**config.mk**
```make
export PLATFORM = sky130hd
export DESIGN_NAME = dec_onehot2bin
export DESIGN_NICKNAME = d
export VERILOG_FILES = /design/src/rtl/enc_pkg.sv /design/src/rtl/onehot_lowidx.sv /design/src/rtl/dec_onehot2bin.sv
export SDC_FILE = /design/constraint.sdc
export NUM_CORES = 1
export LEC_CHECK = 0
export BUFFER_PORTS_ARGS = -buffer_cell sky130_fd_sc_hd__buf_2
export CAP_MARGIN = 20
export CORE_MARGIN = 4
export CORE_UTILIZATION = 50
export CTS_CLUSTER_DIAMETER = 50
export DETAILED_ROUTE_END_ITERATION = 10
export GPL_TIMING_DRIVEN = 1
export HOLD_SLACK_MARGIN = 0.12
export PLACE_DENSITY = 0.79
export SLEW_MARGIN = 20
export SYNTH_ARGS = -nofsm -noshare
export SYNTH_HDL_FRONTEND = slang
export SYNTH_SLANG_ARGS = --single-unit
```
**constraint.sdc**
```tcl
create_clock -name clk -period 2.3 [get_ports clk]
set_input_delay 0.23 -clock clk [delete_from_list [all_inputs] [get_ports clk]]
set_output_delay 0.23 -clock clk [all_outputs]
set_load 0.005 [all_outputs]
```
**src/rtl/enc_pkg.sv**
```systemverilog
// Shared constants and the decode-result payload for the one-hot <-> binary codec pair.
package enc_pkg;

  localparam int unsigned ONEHOT_W_DEF = 15;
  localparam int unsigned BIN_W_DEF    = 4;
  localparam int unsigned CNT_W_DEF    = 8;

  // Code the encoder emits silently for "no bit set"; reused for all-zero inputs.
  localparam logic [BIN_W_DEF-1:0] ZERO_CODE = BIN_W_DEF'((1 << BIN_W_DEF) - 1);

  typedef struct packed {
    logic [BIN_W_DEF-1:0] idx;
    logic                 zero;
    logic                 err;
  } dec_res_t;

endpackage

```
**src/rtl/onehot_lowidx.sv**
```systemverilog
// Combinational lowest-set-bit index finder with all-zero and multi-hot detect.
module onehot_lowidx #(
  parameter int unsigned W     = 15,
  parameter int unsigned IDX_W = 4
) (
  input  logic [W-1:0]     vec,
  output logic [IDX_W-1:0] idx,
  output logic             zero,
  output logic             multi
);

  // Scan from the top down so the lowest set bit is the last writer.
  always_comb begin
    idx = '0;
    for (int i = W - 1; i >= 0; i--) begin
      if (vec[i]) idx = IDX_W'(i);
    end
  end

  assign zero  = (vec == '0);
  // Clearing the lowest set bit leaves something only when two or more were set.
  assign multi = |(vec & (vec - W'(1)));

endmodule

```
**src/rtl/dec_onehot2bin.sv**
```systemverilog
// Two-stage one-hot to binary decoder with valid/ready backpressure and error status.
// Optional saturating error counter enabled by DEC_ONEHOT_ERR_CNT_EN.
module dec_onehot2bin
  import enc_pkg::*;
#(
  parameter int unsigned ONEHOT_W = ONEHOT_W_DEF,
  parameter int unsigned BIN_W    = BIN_W_DEF,
  parameter int unsigned CNT_W    = CNT_W_DEF
) (
  input  logic                clk,
  input  logic                rst,
  input  logic                in_valid,
  output logic                in_ready,
  input  logic [ONEHOT_W-1:0] in,
  output logic                out_valid,
  input  logic                out_ready,
  output logic [BIN_W-1:0]    out,
  output logic                out_zero,
  output logic                out_err,
  output logic                err_sticky,
  input  logic                err_clr,
  output logic [CNT_W-1:0]    err_cnt
);

  logic                s1_valid;
  logic [ONEHOT_W-1:0] s1_vec;
  logic                s2_valid;
  dec_res_t            s2_res;
  dec_res_t            d_res;
  logic                s2_adv;
  logic                in_fire;
  logic                err_load;
  logic [BIN_W-1:0]    lo_idx;
  logic                lo_zero;
  logic                lo_multi;

  // Handshake: S2 drains or refills, S1 accepts whenever it will be empty.
  assign s2_adv   = s1_valid & (~s2_valid | out_ready);
  assign in_ready = ~s1_valid | s2_adv;
  assign in_fire  = in_valid & in_ready;

  always_ff @(posedge clk or posedge rst) begin
    if (rst) begin
      s1_valid <= 1'b0;
      s1_vec   <= '0;
    end else if (in_fire) begin
      s1_valid <= 1'b1;
      s1_vec   <= in;
    end else if (s2_adv) begin
      s1_valid <= 1'b0;
    end
  end

  onehot_lowidx #(
    .W     (ONEHOT_W),
    .IDX_W (BIN_W)
  ) u_lowidx (
    .vec   (s1_vec),
    .idx   (lo_idx),
    .zero  (lo_zero),
    .multi (lo_multi)
  );

  always_comb begin
    d_res      = '0;
    d_res.idx  = lo_zero ? ZERO_CODE : BIN_W_DEF'(lo_idx);
    d_res.zero = lo_zero;
    d_res.err  = lo_multi;
  end

  always_ff @(posedge clk or posedge rst) begin
    if (rst) begin
      s2_valid <= 1'b0;
      s2_res   <= '0;
    end else if (s2_adv) begin
      s2_valid <= 1'b1;
      s2_res   <= d_res;
    end else if (out_ready) begin
      s2_valid <= 1'b0;
    end
  end

  assign out_valid = s2_valid;
  assign out       = BIN_W'(s2_res.idx);
  assign out_zero  = s2_res.zero;
  assign out_err   = s2_res.err;

  assign err_load = s2_adv & d_res.err;

  // A new error beats a simultaneous clear.
  always_ff @(posedge clk or posedge rst) begin
    if (rst)           err_sticky <= 1'b0;
    else if (err_load) err_sticky <= 1'b1;
    else if (err_clr)  err_sticky <= 1'b0;
  end

`ifdef DEC_ONEHOT_ERR_CNT_EN
  logic [CNT_W-1:0] cnt_q;

  always_ff @(posedge clk or posedge rst) begin
    if (rst) begin
      cnt_q <= '0;
    end else if (err_load) begin
      if (err_clr)          cnt_q <= CNT_W'(1);
      else if (cnt_q != '1) cnt_q <= cnt_q + CNT_W'(1);
    end else if (err_clr) begin
      cnt_q <= '0;
    end
  end

  assign err_cnt = cnt_q;
`else
  assign err_cnt = '0;
`endif

endmodule

```
==> summary.txt, run 1 <==
Run status
  • Run status: complete, no violations

Cells and area
  • Final core occ: 0.631
  • Footprint of the multi-input gates: 576 µm²
  • Fraction of layout cells with a size suffix above 1: 0.354
  • Number of inserted filler cells in the final layout: 186
  • Total inserted antenna cells: 0
  • Sequential cell area: 601 µm²
  • Final nets: 169
  • Final Instance Count excl. Fillers: 175
  • Layout Area Growth over Synthesis: 15.7%

Drt
  • DR vias/cell: 5.71
  • Total number of vias: 1000
  • Initial DRC Count: 44
  • Residual DRC: 0
  • Wire per inst: 15.2 µm
  • Drt pass-1 iters: 4
  • Number of nets with antenna violations after routing: 0
  • Wire length reported by the detailed router: 2.65 mm

Logic synthesis
  • Number of distinct library cells after synthesis: 34
  • Synthesized area: 0.00124 mm²
  • Share of synthesized area occupied by flip-flops and latches: 0.484
  • Count of state elements after synthesis: 24
  • Instance count of the mapped netlist: 114
  • Post-synthesis average cell area: 10.9 µm²
  • Synth Warn #: 0

Min path
  • Type of the most critical hold path: in2reg

Floorplanning
  • Die Wd: 57.8 µm
  • Floorplan Core Area: 0.00228 mm²
  • Std cell rows: 17
  • Die outline height: 57.8 µm
  • Area of the die: 0.00334 mm²
  • I/O pins: 37
  • Initial standard-cell utilization of the core: 0.545

STA
  • Final hold violation count: 0
  • Max Fclk: 468 MHz
  • Setup repair after global routing missed its margin: no
  • Shortest period the worst path allows: 2.14 ns
  • Hold_ws: 0.131 ns
  • Total Negative Setup Slacks: 0 ns
  • Post-Route Skew: 0.00601 ns
  • Max-slew violation total from the final report: 0
  • # setup viols final: 0
  • Worst slew margin relative to its limit: 0.397
  • Slew at the pin closest to its max-slew limit: 0.904 ns
  • Final period utilization: 0.928

Power
  • Areal power density over the cells: 670 mW/mm²
  • Peak VDD IR: 507 µV
  • Total Power: 0.961 mW
  • Static Leakage: 0.665 nW

GRT
  • Vias in the first global route: 984
  • Most Crowded Layer GR: met2
  • First-pass GRT wire length: 4.46 mm
  • Antenna violations before repair: 0
  • Met3 GRT Util: 0.0490
  • Total track usage: 0.170
  • Largest net degree at the start of global routing: 25
  • Grt met2 use: 0.297
  • GR met1 Demand/Resource: 0.204
  • Overflow after GRT: 0

Placement
  • Placer's final routability congestion estimate: 0.846
  • Final HPWL DP: 1.96 mm
  • Placed insts: 170
  • Total of buffers placed on input and output ports: 28

Clock network
  • Number of clock buffers inserted by TritonCTS: 3
  • Largest buffer count on any clock path: 2
  • Clock tree from TritonCTS: built
  • Post_cts resized: 0
  • Clk root buf: clkbuf_4
  • H-tree depth: 1
  • Clock-pin slew on the worst setup and hold paths: 0.12 ns
  • Clock Sinks: 24
  • Clock Latency Late Sink: 0.31 ns

Setup path
  • WP data required: 2.52 ns
  • Worst path arrival time: 2.35 ns
  • Slowest cell on the critical path: or4_1
  • Critical path startpoint category: flip-flop
  • CP Capture Type: flip-flop
  • Max FO, Critical Path: 8
  • Worst path max stage delay: 0.61 ns
  • Type of the setup path with the least slack: reg2reg
  • Cell breakdown of the critical path: or4_1, o31a_1, a2111oi_4, a31oi_1, a21o_1

Run
  • Max-Cap Viols: 0
synth_stat cells:
library cell / count / area share
nand3_1: 1 / 0.0040
nor2_1: 7 / 0.021
nand2_1: 4 / 0.012
clkbuf_1: 1 / 0.0030
a2111oi_4: 1 / 0.022
and2_1: 1 / 0.0050
a211o_1: 2 / 0.014
o31a_1: 1 / 0.0071
o211ai_1: 1 / 0.0061
mux2_2: 15 / 0.14
nor4_1: 4 / 0.020
nand4_2: 1 / 0.010
a21o_1: 2 / 0.012
o21ai_1: 1 / 0.0040
nand2b_1: 4 / 0.020
a2111oi_0: 1 / 0.0071
conb_1: 1 / 0.0030
a222oi_1: 1 / 0.0081
dfrtp_1: 24 / 0.48
inv_1: 7 / 0.021
or2_2: 1 / 0.0050
or4_1: 1 / 0.0061
buf_4: 8 / 0.048
o31ai_1: 2 / 0.012
nor3_1: 2 / 0.0081
or4_4: 1 / 0.0091
o22ai_1: 2 / 0.010
o21ai_0: 6 / 0.024
nand3b_1: 1 / 0.0061
or3_1: 1 / 0.0050
o21a_1: 1 / 0.0061
a31oi_1: 2 / 0.010
a221o_1: 1 / 0.0081
a21oi_1: 5 / 0.020
report_power, final:
part | internal [mW] | switching, mW
combinational | 0.117 | 0.105
clock | 0.0612 | 0.115
sequential | 0.481 | 0.0818
layout make-up:
class                      instances  area share
timing repair buffer              32       0.122
sequential                        24       0.418
multi-input combinational         81       0.401
inverter                           7      0.0183
clock buffer                       3      0.0157
tap                               28      0.0244
state kept, by name, indices dropped and copies added (netlist names):
| register | cells |
|---|---|
| err_sticky | 1 |
| s1_vec | 15 |
| s1_valid | 1 |
| out_err | 1 |
| out_zero | 1 |
| out_valid | 1 |
| out | 4 |
worst paths after layout:
path                                  startpoint                endpoint  slack, ns  depth (start not counted)
min                                     in_valid    s1_valid$_DFFE_PP0P_       0.13                          2
max in group asynchronous                    rst  s1_vec[11]$_DFFE_PP0P_       1.10                          3
min in group asynchronous                    rst      out[2]$_DFFE_PP0P_       0.64                          3
max reg2reg                s1_vec[7]$_DFFE_PP0P_  err_sticky$_DFFE_PP0P_       0.16                          5
max                        s1_vec[7]$_DFFE_PP0P_  err_sticky$_DFFE_PP0P_       0.16                          5
min reg2reg                  out_err$_DFFE_PP0P_     out_err$_DFFE_PP0P_       0.50                          1
routing by layer:
metal  wire length, µm  vias up
met3               262        2
li1                  -      473
met4                14        0
met5                 0        -
met1              1030      466
met2              1350       59
cells by family after synthesis:
kind of cell | Yosys count | share of synthesized area
flops | 24 | 0.484
buf+inv | 16 | 0.0727
mux | 15 | 0.136
compound gates | 29 | 0.172
simple gates | 29 | 0.132
other cells | 1 | 0.00302
worst max-delay path, delay by kind of cell (launching register included):
family / cells / cell delay [ns]
flip-flops: 1 / 0.49
AO/OA/AOI/OAI: 4 / 0.96
AND/OR/NAND/NOR: 1 / 0.61
timing repair:
| action | CTS | global route |
|---|---|---|
| endpoints found under the setup margin | 0 | 0 |
| hold buffers | 1 | 1 |
| endpoints found under the hold margin | 24 | 1 |
| setup buffers | 0 | 0 |
cell usage in the layout, fill, tap and decap left out, types with 2 or more instances in the layout:
master and instances:
a211o_1 2, nand2b_1 4, buf_4 2, conb_1 8
dfrtp_1 24, a21o_1 2, a31oi_1 2, dlygate4sd3_1 2
nand2_1 4, mux2_2 15, o31ai_1 2, inv_1 7
nor4_1 4, clkbuf_4 3, nor3_1 2, buf_2 28
o21ai_0 6, nor2_1 7, o22ai_1 2, a21oi_1 5
through the flow:
step | worst slack [ns] | area [µm²]
global placement | 0.279 | 1390
CTS | 0.179 | 1430
global route | 0.0722 | 1440
finish | 0.165 | 1440
floorplan | 0.332 | 1270
detailed placement | 0.186 | 1390
Note: power is estimated with default switching activity, not from simulation.
==> inputs of run 2 (changes only) <==
- CORE_MARGIN: 4 -> not set
==> summary.txt, run 2 (same netlist as run 1, synthesis figures left out) <==
Run status
  • Run status: complete, no violations

GRT
  • Met3 GRT Util: 0.0409
  • Largest net degree at the start of global routing: 25
  • Overflow after GRT: 0
  • Grt met2 use: 0.329
  • Most Crowded Layer GR: met2
  • First-pass GRT wire length: 3.95 mm
  • GR met1 Demand/Resource: 0.247
  • Antenna violations before repair: 0
  • Total track usage: 0.203
  • Vias in the first global route: 940

Setup path
  • CP Capture Type: flip-flop
  • Max FO, Critical Path: 8
  • WP data required: 2.52 ns
  • Critical path startpoint category: flip-flop
  • Worst path arrival time: 2.33 ns
  • Type of the setup path with the least slack: reg2reg

Drt
  • Wire length reported by the detailed router: 2.41 mm
  • Wire per inst: 13.7 µm
  • Drt pass-1 iters: 5
  • Number of nets with antenna violations after routing: 0
  • Residual DRC: 0
  • DR vias/cell: 5.64
  • Initial DRC Count: 76
  • Total number of vias: 993

STA
  • Max Fclk: 475 MHz
  • Final setup slack of the worst path: 0.194 ns
  • # setup viols final: 0
  • Slew at the pin closest to its max-slew limit: 0.881 ns
  • Max-slew violation total from the final report: 0
  • Final period utilization: 0.916
  • Worst slew margin relative to its limit: 0.412
  • Setup repair after global routing missed its margin: no
  • Post-Route Skew: 0.00510 ns
  • Final hold violation count: 0
  • Total Negative Setup Slacks: 0 ns
  • Shortest period the worst path allows: 2.11 ns

Cells and area
  • Layout Area Growth over Synthesis: 16.9%
  • Footprint of the multi-input gates: 576 µm²
  • Final Instance Count excl. Fillers: 176
  • Total inserted antenna cells: 0
  • Sequential cell area: 601 µm²
  • Most frequent standard cell in the layout excluding fill and tap cells: buf_2
  • Fraction of layout cells with a size suffix above 1: 0.358
  • Number of inserted filler cells in the final layout: 205
  • Final nets: 169
  • Max FFs per register: 15
  • Commonest cells after routing, fill and taps aside: buf_2, dfrtp_1, mux2_2
  • Final core occ: 0.637
  • Biggest register: s1_vec

Power
  • Areal power density over the cells: 692 mW/mm²
  • Peak VDD IR: 548 µV
  • Total Power: 1.00 mW
  • Static Leakage: 0.672 nW

Floorplanning
  • Floorplan Core Area: 0.00228 mm²
  • Area of the die: 0.00268 mm²
  • Die outline height: 51.8 µm
  • Std cell rows: 17
  • I/O pins: 37
  • Die Wd: 51.8 µm
  • Initial standard-cell utilization of the core: 0.545

Clock network
  • Clock Latency Late Sink: 0.32 ns
  • Clock Sinks: 24
  • Largest buffer count on any clock path: 2
  • H-tree depth: 1
  • Clock tree from TritonCTS: built
  • Clock-pin slew on the worst setup and hold paths: 0.13 ns
  • Number of clock buffers inserted by TritonCTS: 3
  • Clk root buf: clkbuf_4

Run
  • Max-Cap Viols: 0

Placement
  • Final HPWL DP: 1.79 mm
  • Placer's final routability congestion estimate: 0.869
  • Placed insts: 170
  • Total of buffers placed on input and output ports: 28
  • Worst-case setup slack after placement: 0.223 ns

Min path
  • Type of the most critical hold path: in2reg
## run 2: cell types whose count changed in the layout (fill, tap and decap cells not counted)
| cell | delta |
|---|---|
| clkbuf_8 | +1 |
## run 2: final timing paths
kind | from | end | slack (ns) | cells past startpoint
setup / recovery | s1_vec[7]$_DFFE_PP0P_ | err_sticky$_DFFE_PP0P_ | 0.19 | 5
hold / removal | in[14] | s1_vec[14]$_DFFE_PP0P_ | 0.13 | 2
setup reg to reg | s1_vec[7]$_DFFE_PP0P_ | err_sticky$_DFFE_PP0P_ | 0.19 | 5
hold reg to reg | out[2]$_DFFE_PP0P_ | out[2]$_DFFE_PP0P_ | 0.49 | 2
max in group asynchronous | rst | s1_vec[13]$_DFFE_PP0P_ | 1.14 | 3
min in group asynchronous | rst | out[2]$_DFFE_PP0P_ | 0.62 | 3
## run 2: final cells by class
type	instances	share of cell area
Sequential cell	24	0.415
Multi-Input combinational cell	81	0.397
Timing Repair Buffer	32	0.121
Clock buffer	4	0.0250
Tap cell	28	0.0242
Inverter	7	0.0181
## run 2: report_power, final
part / leakage, nW / switching (mW) / internal (mW) / total [mW]
clock: 0.0210 / 0.125 / 0.0969 / 0.222
sequential: 0.282 / 0.0779 / 0.481 / 0.559
combinational: 0.369 / 0.104 / 0.117 / 0.221
## run 2: metal layers
metal	wire, µm	vias to the layer above
met1	995	451
met3	164	9
met2	1190	53
met5	0	-
li1	-	480
met4	62	0
## run 2: repair_timing
action                    CTS  global route
buffers inserted            0             0
hold buffers                2             0
resized for setup           0             0
hold endpoints to repair   25             0
## run 2: critical path, cell delays in order (launching register included)
cell	delay, ns
dfrtp_1	0.49
or4_1	0.60
o31a_1	0.29
a2111oi_4	0.32
a31oi_1	0.15
a21o_1	0.17
## run 2: per-stage QoR
step	hold WS (ns)	cell area, µm²
2_1_floorplan	0.245	1270
3_3_place_gp	0.432	1390
3_5_place_dp	0.455	1390
4_1_cts	0.125	1450
5_1_grt	0.122	1450
6_report	0.128	1450
